$ cat src/rtl/sprite_engine.sv
// Scaled ROM sprite renderer with per-frame position latch, colour-key transparency
// and a hit-point state machine (flash, dying, dead). Outputs trail the pixel inputs by ROM_LATENCY+1.
module sprite_engine #(
  parameter int          COL_W        = 12,
  parameter int          ROW_W        = 11,
  parameter int          IMG_W_LOG2   = 6,
  parameter int          IMG_H_LOG2   = 6,
  parameter int          SCALE_SHIFT  = 2,
  parameter logic [11:0] KEY_COLOR    = 12'hC0F,
  parameter int          ROM_LATENCY  = 1,
  parameter int          HP_INIT      = 3,
  parameter int          FLASH_FRAMES = 8
) (
  input  logic                             clock,
  input  logic                             reset,
  input  logic                             visible,
  input  logic                             frame_start,
  input  logic [COL_W-1:0]                 display_col,
  input  logic [ROW_W-1:0]                 display_row,
  input  logic [COL_W-1:0]                 base_x,
  input  logic [ROW_W-1:0]                 base_y,
  input  logic                             hit,
  output logic [IMG_W_LOG2+IMG_H_LOG2-1:0] rom_addr,
  input  logic [11:0]                      rom_data,
  output logic [3:0]                       sprite_red,
  output logic [3:0]                       sprite_green,
  output logic [3:0]                       sprite_blue,
  output logic                             sprite_visible,
  output logic [3:0]                       hp,
  output logic                             defeated
);
  localparam logic [COL_W:0] SPAN_X  = (COL_W+1)'(1) << (IMG_W_LOG2 + SCALE_SHIFT);
  localparam logic [ROW_W:0] SPAN_Y  = (ROW_W+1)'(1) << (IMG_H_LOG2 + SCALE_SHIFT);
  localparam logic [7:0]     FC_LAST = 8'(FLASH_FRAMES - 1);

  localparam logic [1:0] ST_ALIVE = 2'd0;
  localparam logic [1:0] ST_FLASH = 2'd1;
  localparam logic [1:0] ST_DYING = 2'd2;
  localparam logic [1:0] ST_DEAD  = 2'd3;

  logic [COL_W-1:0]      bx;
  logic [ROW_W-1:0]      by;
  logic [1:0]            state;
  logic [7:0]            fc;
  logic [ROM_LATENCY:1]  vld_pipe;
  logic                  in_win, blink_on, drawn;
  logic [COL_W:0]        col_x, bx_x;
  logic [ROW_W:0]        row_x, by_x;
  logic [IMG_W_LOG2-1:0] tx;
  logic [IMG_H_LOG2-1:0] ty;

  always_ff @(posedge clock or posedge reset)
    if (reset) begin
      bx <= '0;
      by <= '0;
    end else if (frame_start) begin
      bx <= base_x;
      by <= base_y;
    end

  // One extra bit so the window end never wraps around the coordinate range.
  assign col_x  = {1'b0, display_col};
  assign row_x  = {1'b0, display_row};
  assign bx_x   = {1'b0, bx};
  assign by_x   = {1'b0, by};
  assign in_win = visible && (col_x >= bx_x) && (col_x < bx_x + SPAN_X)
                          && (row_x >= by_x) && (row_x < by_x + SPAN_Y);
  assign tx     = IMG_W_LOG2'((display_col - bx) >> SCALE_SHIFT);
  assign ty     = IMG_H_LOG2'((display_row - by) >> SCALE_SHIFT);

  always_ff @(posedge clock or posedge reset)
    if (reset)       rom_addr <= '0;
    else if (in_win) rom_addr <= {ty, tx};

  always_ff @(posedge clock or posedge reset)
    if (reset) vld_pipe <= '0;
    else begin
      vld_pipe[1] <= in_win;
      for (int i = 2; i <= ROM_LATENCY; i++) vld_pipe[i] <= vld_pipe[i-1];
    end

  assign blink_on = (state == ST_FLASH) ? ~fc[0] : 1'b1;
  assign drawn    = vld_pipe[ROM_LATENCY] && (rom_data != KEY_COLOR) && blink_on
                    && (state != ST_DEAD);

  always_ff @(posedge clock or posedge reset)
    if (reset) begin
      {sprite_blue, sprite_green, sprite_red} <= 12'hFFF;
      sprite_visible <= 1'b0;
    end else if (drawn) begin
      {sprite_blue, sprite_green, sprite_red} <= (state == ST_DYING) ? ~rom_data : rom_data;
      sprite_visible <= 1'b1;
    end else begin
      {sprite_blue, sprite_green, sprite_red} <= 12'hFFF;
      sprite_visible <= 1'b0;
    end

  // A hit in ALIVE wins over a coincident frame_start, which is then not counted.
  always_ff @(posedge clock or posedge reset)
    if (reset) begin
      state <= ST_ALIVE;
      hp    <= 4'(HP_INIT);
      fc    <= '0;
    end else begin
      case (state)
        ST_ALIVE:
          if (hit) begin
            fc <= '0;
            if (hp > 4'd1) begin
              hp    <= hp - 4'd1;
              state <= ST_FLASH;
            end else begin
              hp    <= '0;
              state <= ST_DYING;
            end
          end
        ST_FLASH, ST_DYING:
          if (frame_start) begin
            if (fc == FC_LAST) begin
              fc    <= '0;
              state <= (state == ST_FLASH) ? ST_ALIVE : ST_DEAD;
            end else begin
              fc <= fc + 8'd1;
            end
          end
        default: ;
      endcase
    end

  assign defeated = (state == ST_DEAD);
endmodule

$ cat config.mk
export PLATFORM = sky130hd
export DESIGN_NAME = sprite_engine
export DESIGN_NICKNAME = d
export VERILOG_FILES = /design/src/rtl/sprite_engine.sv
export SDC_FILE = /design/constraint.sdc
export NUM_CORES = 1
export LEC_CHECK = 0
export ABC_AREA = 1
export BUFFER_PORTS_ARGS = -buffer_cell sky130_fd_sc_hd__buf_2
export CELL_PAD_IN_SITES_DETAIL_PLACEMENT = 1
export CELL_PAD_IN_SITES_GLOBAL_PLACEMENT = 2
export CORE_ASPECT_RATIO = 0.8
export CORE_MARGIN = 3
export CORE_UTILIZATION = 31
export CTS_CLUSTER_DIAMETER = 40
export CTS_CLUSTER_SIZE = 14
export DETAILED_ROUTE_END_ITERATION = 10
export GPL_ROUTABILITY_DRIVEN = 0
export HOLD_SLACK_MARGIN = 0.12
export PLACE_DENSITY_LB_ADDON = 0.12
export SYNTH_ARGS = -nofsm -noshare
export SYNTH_HDL_FRONTEND = slang
export SYNTH_SLANG_ARGS = --single-unit
export TNS_END_PERCENT = 30
$ cat constraint.sdc
create_clock -name clock -period 2.8 [get_ports clock]
set_input_delay 0.56 -clock clock [delete_from_list [all_inputs] [get_ports clock]]
set_output_delay 0.56 -clock clock [all_outputs]
set_load 0.01 [all_outputs]
* Word-level counts from Yosys, hierarchy flattened
Index checks and enable logic that the tools add are counted.
** Storage, ports and cells
- Register bits after elaboration :: 63
- Bits of input ports :: 63
- Logic and storage cells :: 63
** Operators by class
- Add/subtract/negate cells :: 6
- Magnitude comparators :: 5
- Equal/unequal tests :: 9
- Mux-type cells :: 17
- Bitwise gates (word level) :: 2
- Reduce and logical (&&, ||, !) cells :: 13
** Operators with widths (count)
- two-way mux 8 bit :: 3
- two-way mux 4 bit :: 4
- one-hot mux 8 bit (2 select lines) :: 1
- subtractor 8 bit :: 2
- adder 12 x 9 -> 13 bit (second input constant) :: 1
- < comparator 12 x 13 -> 1 bit :: 1
- adder 11 x 9 -> 12 bit (second input constant) :: 1
- greater-or-equal comparator 12 bit :: 1
- < comparator 11 x 12 -> 1 bit :: 1
- two-way mux 12 bit :: 1
- inequality test 12 bit (second input constant) :: 1
- inverter 12 bit :: 1
- greater-or-equal comparator 11 bit :: 1
- two-way mux 2 bit :: 5
- adder 8 x 1 -> 8 bit (second input constant) :: 1
- == test 8 x 3 -> 1 bit (second input constant) :: 1
- inequality test 2 bit (second input constant) :: 4
- logical AND 1 bit :: 7
- == test 2 bit (second input constant) :: 2
- greater-than comparator 4 x 1 -> 1 bit (second input constant) :: 1
- one-hot mux 2 bit (2 select lines) :: 1
- AND reduction 4 bit :: 1
- subtractor 4 x 1 -> 4 bit (second input constant) :: 1
- AND reduction 3 bit :: 1
- other kinds (7) :: 8

* Longest topological paths before layout
- Word-level depth :: 5
- Mapped depth :: 16

* Worst setup path before layout
OpenSTA, ideal clock, no wires.
- Kind :: register -> register
- Start :: register bx[8]
- End :: register rom_addr[0]
- Setup time :: 117 ps
- Arrival :: 1828 ps
- Setup slack :: 855 ps
- Stages on the path, launching flop included :: 13
- Period minus slack after synthesis :: 1945 ps
- Cells stage by stage :: dfrtp_1 > ha_1 > xnor2_1 > ha_1 > a21oi_1 > o21ai_1 > nor2_4 > nand2_1 > nor2_2 > nand3_2 > buf_6 > nand2_1 > nand2_1
** Between the ends
- Word-level cells in the longest chain between the ends :: 5
- Elaborated cells on any way between the ends :: 7
** RTL lines
- start: declaration :: line 41 : logic [COL_W-1:0] bx;
- start signal: assignment :: line 57 : bx <= base_x;
- adder 12 x 9 -> 13 bit / greater-or-equal comparator 12 bit (equally long branches) :: line 66 : assign in_win = visible && (col_x >= bx_x) && (col_x < bx_x + SPAN_X)
- < comparator 12 x 13 -> 1 bit / logical AND 1 bit (equally long branches) :: line 66
- logical AND 1 bit * :: line 66
- logical AND 1 bit * (2 in a row) :: line 67 : && (row_x >= by_x) && (row_x < by_x + SPAN_Y);
- end signal: assignment :: line 73 : else if (in_win) rom_addr <= {ty, tx};
- end: declaration :: line 23 : output logic [IMG_W_LOG2+IMG_H_LOG2-1:0] rom_addr,
Every way passes the cells marked *; elsewhere a longest branch is shown, timed or not.
A chain may end at the register's enable or synchronous reset.

* Worst setup path in the final report
- Start :: register bx[8]
- End :: register rom_addr[11]
Same word-level chain as after synthesis.

==> reports/qor.yml <==
status: "completed"
core_area_um2: 12500
cts_max_level: 3
pwr-share-comb_pct: 25.8
rsz0062_at_grt: "no"
drt-vias-per-instance: 4.51
ys.flop_type: "dfrtp_1"
totalPowerFinal_w: 0.00293
clock-sinks: 63
ys_seq_elements: 63
fillers: 1576
grt_pass1_wl_um: 18000
cts_root_buf: "clkbuf_16"
async_reset_ff_share_pct: 100
synth_edf_count: 0
dp_slack_ns: 0.477
setup_ws_ns: 0.547
hold_buffers: 0
diodes: 0
routedWlPerCell_um: 14.0
p_clk_share_pct: 36.5
grt_pass1_vias: 3719
synth_top_cell_by_area: "dfrtp_1"
track_usage_pct: 15.5
drive_gt1_share_pct: 26.7
critPathCaptureType: "flop"
die_y_um: 108
hpwl_um: 8610
cts_buffers: 9
dpl.cell_count: 758
ys_warn_count: 0
sw_frac_of_total_pct: 33.6
first_pass_iters: 6
seq_area_frac_synth_pct: 39.2
report.final.slew_viol_count: 0
setup_tns_ns: 0
syn-num-nets: 604
p_leak_nw: 2.57
skew_ns: 0.00924
cap_viol_max_count: 0
nets: 700
cts_resized: 0
seq_area_um2: 1590
relSlewSlack_pct: 45.7
path_clk_slew_ns: 0.06
avgSynthCellArea_um2: 8.11
crit_required_ns: 3.01
die_w_um: 134
ant_nets: 0
yosysUniqueCellTypes: 37
antenna_found_initial: 0
clockBufferDepth: 2
wirelength_um: 10800
fin_crit_ns: 2.25
grt_start_max_net_pins: 51
syn2layout_area_growth_pct: 22.7
gr-total-overflow: 0
arrival_ns: 2.46
crit_type: "reg2reg"
rows: 36
peakVddDrop_v: 0.000310
layoutNonFillerInstCount: 774
via_count: 3488
hold_path.class: "in2async"
start_kind: "flop"
io_buffers: 92
power.density_nw_per_um2: 586
synth_area_leaders: "dfrtp_1 30%, nand2_1 13%, ha_1 12%, dfstp_2 9.0%, inv_1 6.3%"
fmax_mhz: 444
drc: 0
synth_area_um2: 4070
synth_cells: 502
intPower_w: 0.00194
worstPathMaxFanout: 13
io_pins: 93
finalHoldViolCount: 0
netlist.area_leader.share_pct: 30.1
clk_latency_ns: 0.33
cts_tree: "built"
worst_slew_pin_slew_ns: 0.812
finalSetupViolCount: 0
seq_power_share_pct: 37.7
start_util_pct: 32.5
dr.first_iter.drc_count: 112
dieArea_um2: 14500
p_sw_w: 0.000984
fin_crit_sh_pct: 80.5
cts_setup_buffers: 0
multi_input_area_um2: 2130
sequential cells by signal, indices dropped and copies added (netlist names):
register,cells
by,11
fc,8
state,2
sprite_visible,1
sprite_red,4
sprite_blue,4
sprite_green,4
vld_pipe,1
bx,12
hp,4
rom_addr,12
cells in the mapped netlist, types with 2 or more instances:
| cell type | count |
|---|---|
| nand3_1 | 19 |
| buf_6 | 2 |
| o21ai_0 | 30 |
| nor3_1 | 5 |
| nand4_1 | 5 |
| inv_1 | 68 |
| nor2_1 | 24 |
| ha_1 | 39 |
| xnor2_1 | 16 |
| clkbuf_1 | 6 |
| dfstp_2 | 14 |
| nor2_2 | 4 |
| nand3_2 | 13 |
| a21oi_1 | 21 |
| inv_2 | 5 |
| xor2_1 | 13 |
| dfrtp_1 | 49 |
| nor2_4 | 2 |
| nand2_2 | 3 |
| a21oi_2 | 2 |
| nand2_1 | 146 |
through the flow:
step / hold WS, ns / utilization [%] / cell area, µm²
finish: 0.194 / 39.9 / 4990
global route: 0.216 / 39.9 / 4990
floorplan: 0.445 / - / 4070
detailed placement: 0.461 / 37.6 / 4710
CTS: 0.192 / 39.9 / 4990
global placement: 0.461 / 37.6 / 4710
per-layer routing:
| layer | up-vias | GRT usage, % | routed length, µm |
|---|---|---|---|
| met3 | 10 | 3.81 | 477 |
| met2 | 67 | 24.5 | 4680 |
| met5 | - | 0 | 0 |
| met1 | 1632 | 21.4 | 5570 |
| met4 | 0 | 3.85 | 98 |
| li1 | 1779 | - | - |
power by group through the flow:
stage               registers [W]  clock network [W]  logic, W
detailed placement        0.00112                  0  0.000774
floorplan                 0.00113                  0  0.000466
CTS                       0.00111            0.00111  0.000779
finish                    0.00110            0.00107  0.000755
global route              0.00112            0.00114  0.000871
global placement          0.00112                  0  0.000751
logic make-up (layout without fill, tap and decap cells):
family | count (synthesis) | count (layout) | share of synthesized area, %
and+or+nand+nor | 227 | 227 | 25.8
adders and majority gates | 39 | 39 | 12.0
AOI/OAI and AO/OA | 60 | 60 | 8.24
DFF | 63 | 63 | 39.2
xor gates and xnor gates | 29 | 29 | 6.24
buffers and inverters | 84 | 185 | 8.55
worst paths after layout:
kind,start,to,slack (ns),cells past startpoint
hold reg to reg,rom_addr[10]$_DFFE_PP0P_,rom_addr[10]$_DFFE_PP0P_,0.47,2
setup / recovery,bx[8]$_DFFE_PP0P_,rom_addr[11]$_DFFE_PP0P_,0.55,11
min in group clock,base_x[2],bx[2]$_DFFE_PP0P_,0.44,3
setup reg to reg,bx[8]$_DFFE_PP0P_,rom_addr[11]$_DFFE_PP0P_,0.55,11
hold / removal,reset,bx[4]$_DFFE_PP0P_,0.19,2
max in group asynchronous,reset,hp[0]$_DFFE_PP1P_,1.96,3
cell usage in the layout, fill, tap and decap left out, types with 2 or more instances in the layout:
master	synthesis	final
nand2_2	3	3
xnor2_1	16	16
clkbuf_16	0	9
buf_2	1	92
clkinv_2	0	2
nor2_2	4	4
nand4_1	5	5
dfstp_2	14	14
nand3_2	13	13
nand2_1	146	146
clkinv_4	0	3
ha_1	39	39
a21oi_1	21	21
nand3_1	19	19
inv_2	5	6
a21oi_2	2	2
buf_4	0	2
xor2_1	13	13
nor3_1	5	5
nor2_4	2	2
o21ai_0	30	30
inv_1	68	67
dfrtp_1	49	49
nor2_1	24	24
worst max-delay path, cell delays in order, from the launching register on:
cell	delay, ns
dfrtp_1	0.42
ha_1	0.25
xnor2_1	0.14
ha_1	0.30
a21oi_1	0.16
o21ai_1	0.12
nor2_4	0.13
nand2_1	0.08
nor2_2	0.09
nand3_2	0.24
nand2_1	0.15
nand2_1	0.06
cell type report:
class                      count  area share (%)
timing repair buffer          95            9.92
clock inverter                 6           0.902
sequential                    63            31.9
inverter                      74            5.56
tap                          171            4.28
multi-input combinational    355            42.6
clock buffer                  10            4.79
(Power assumes the default switching activity.)
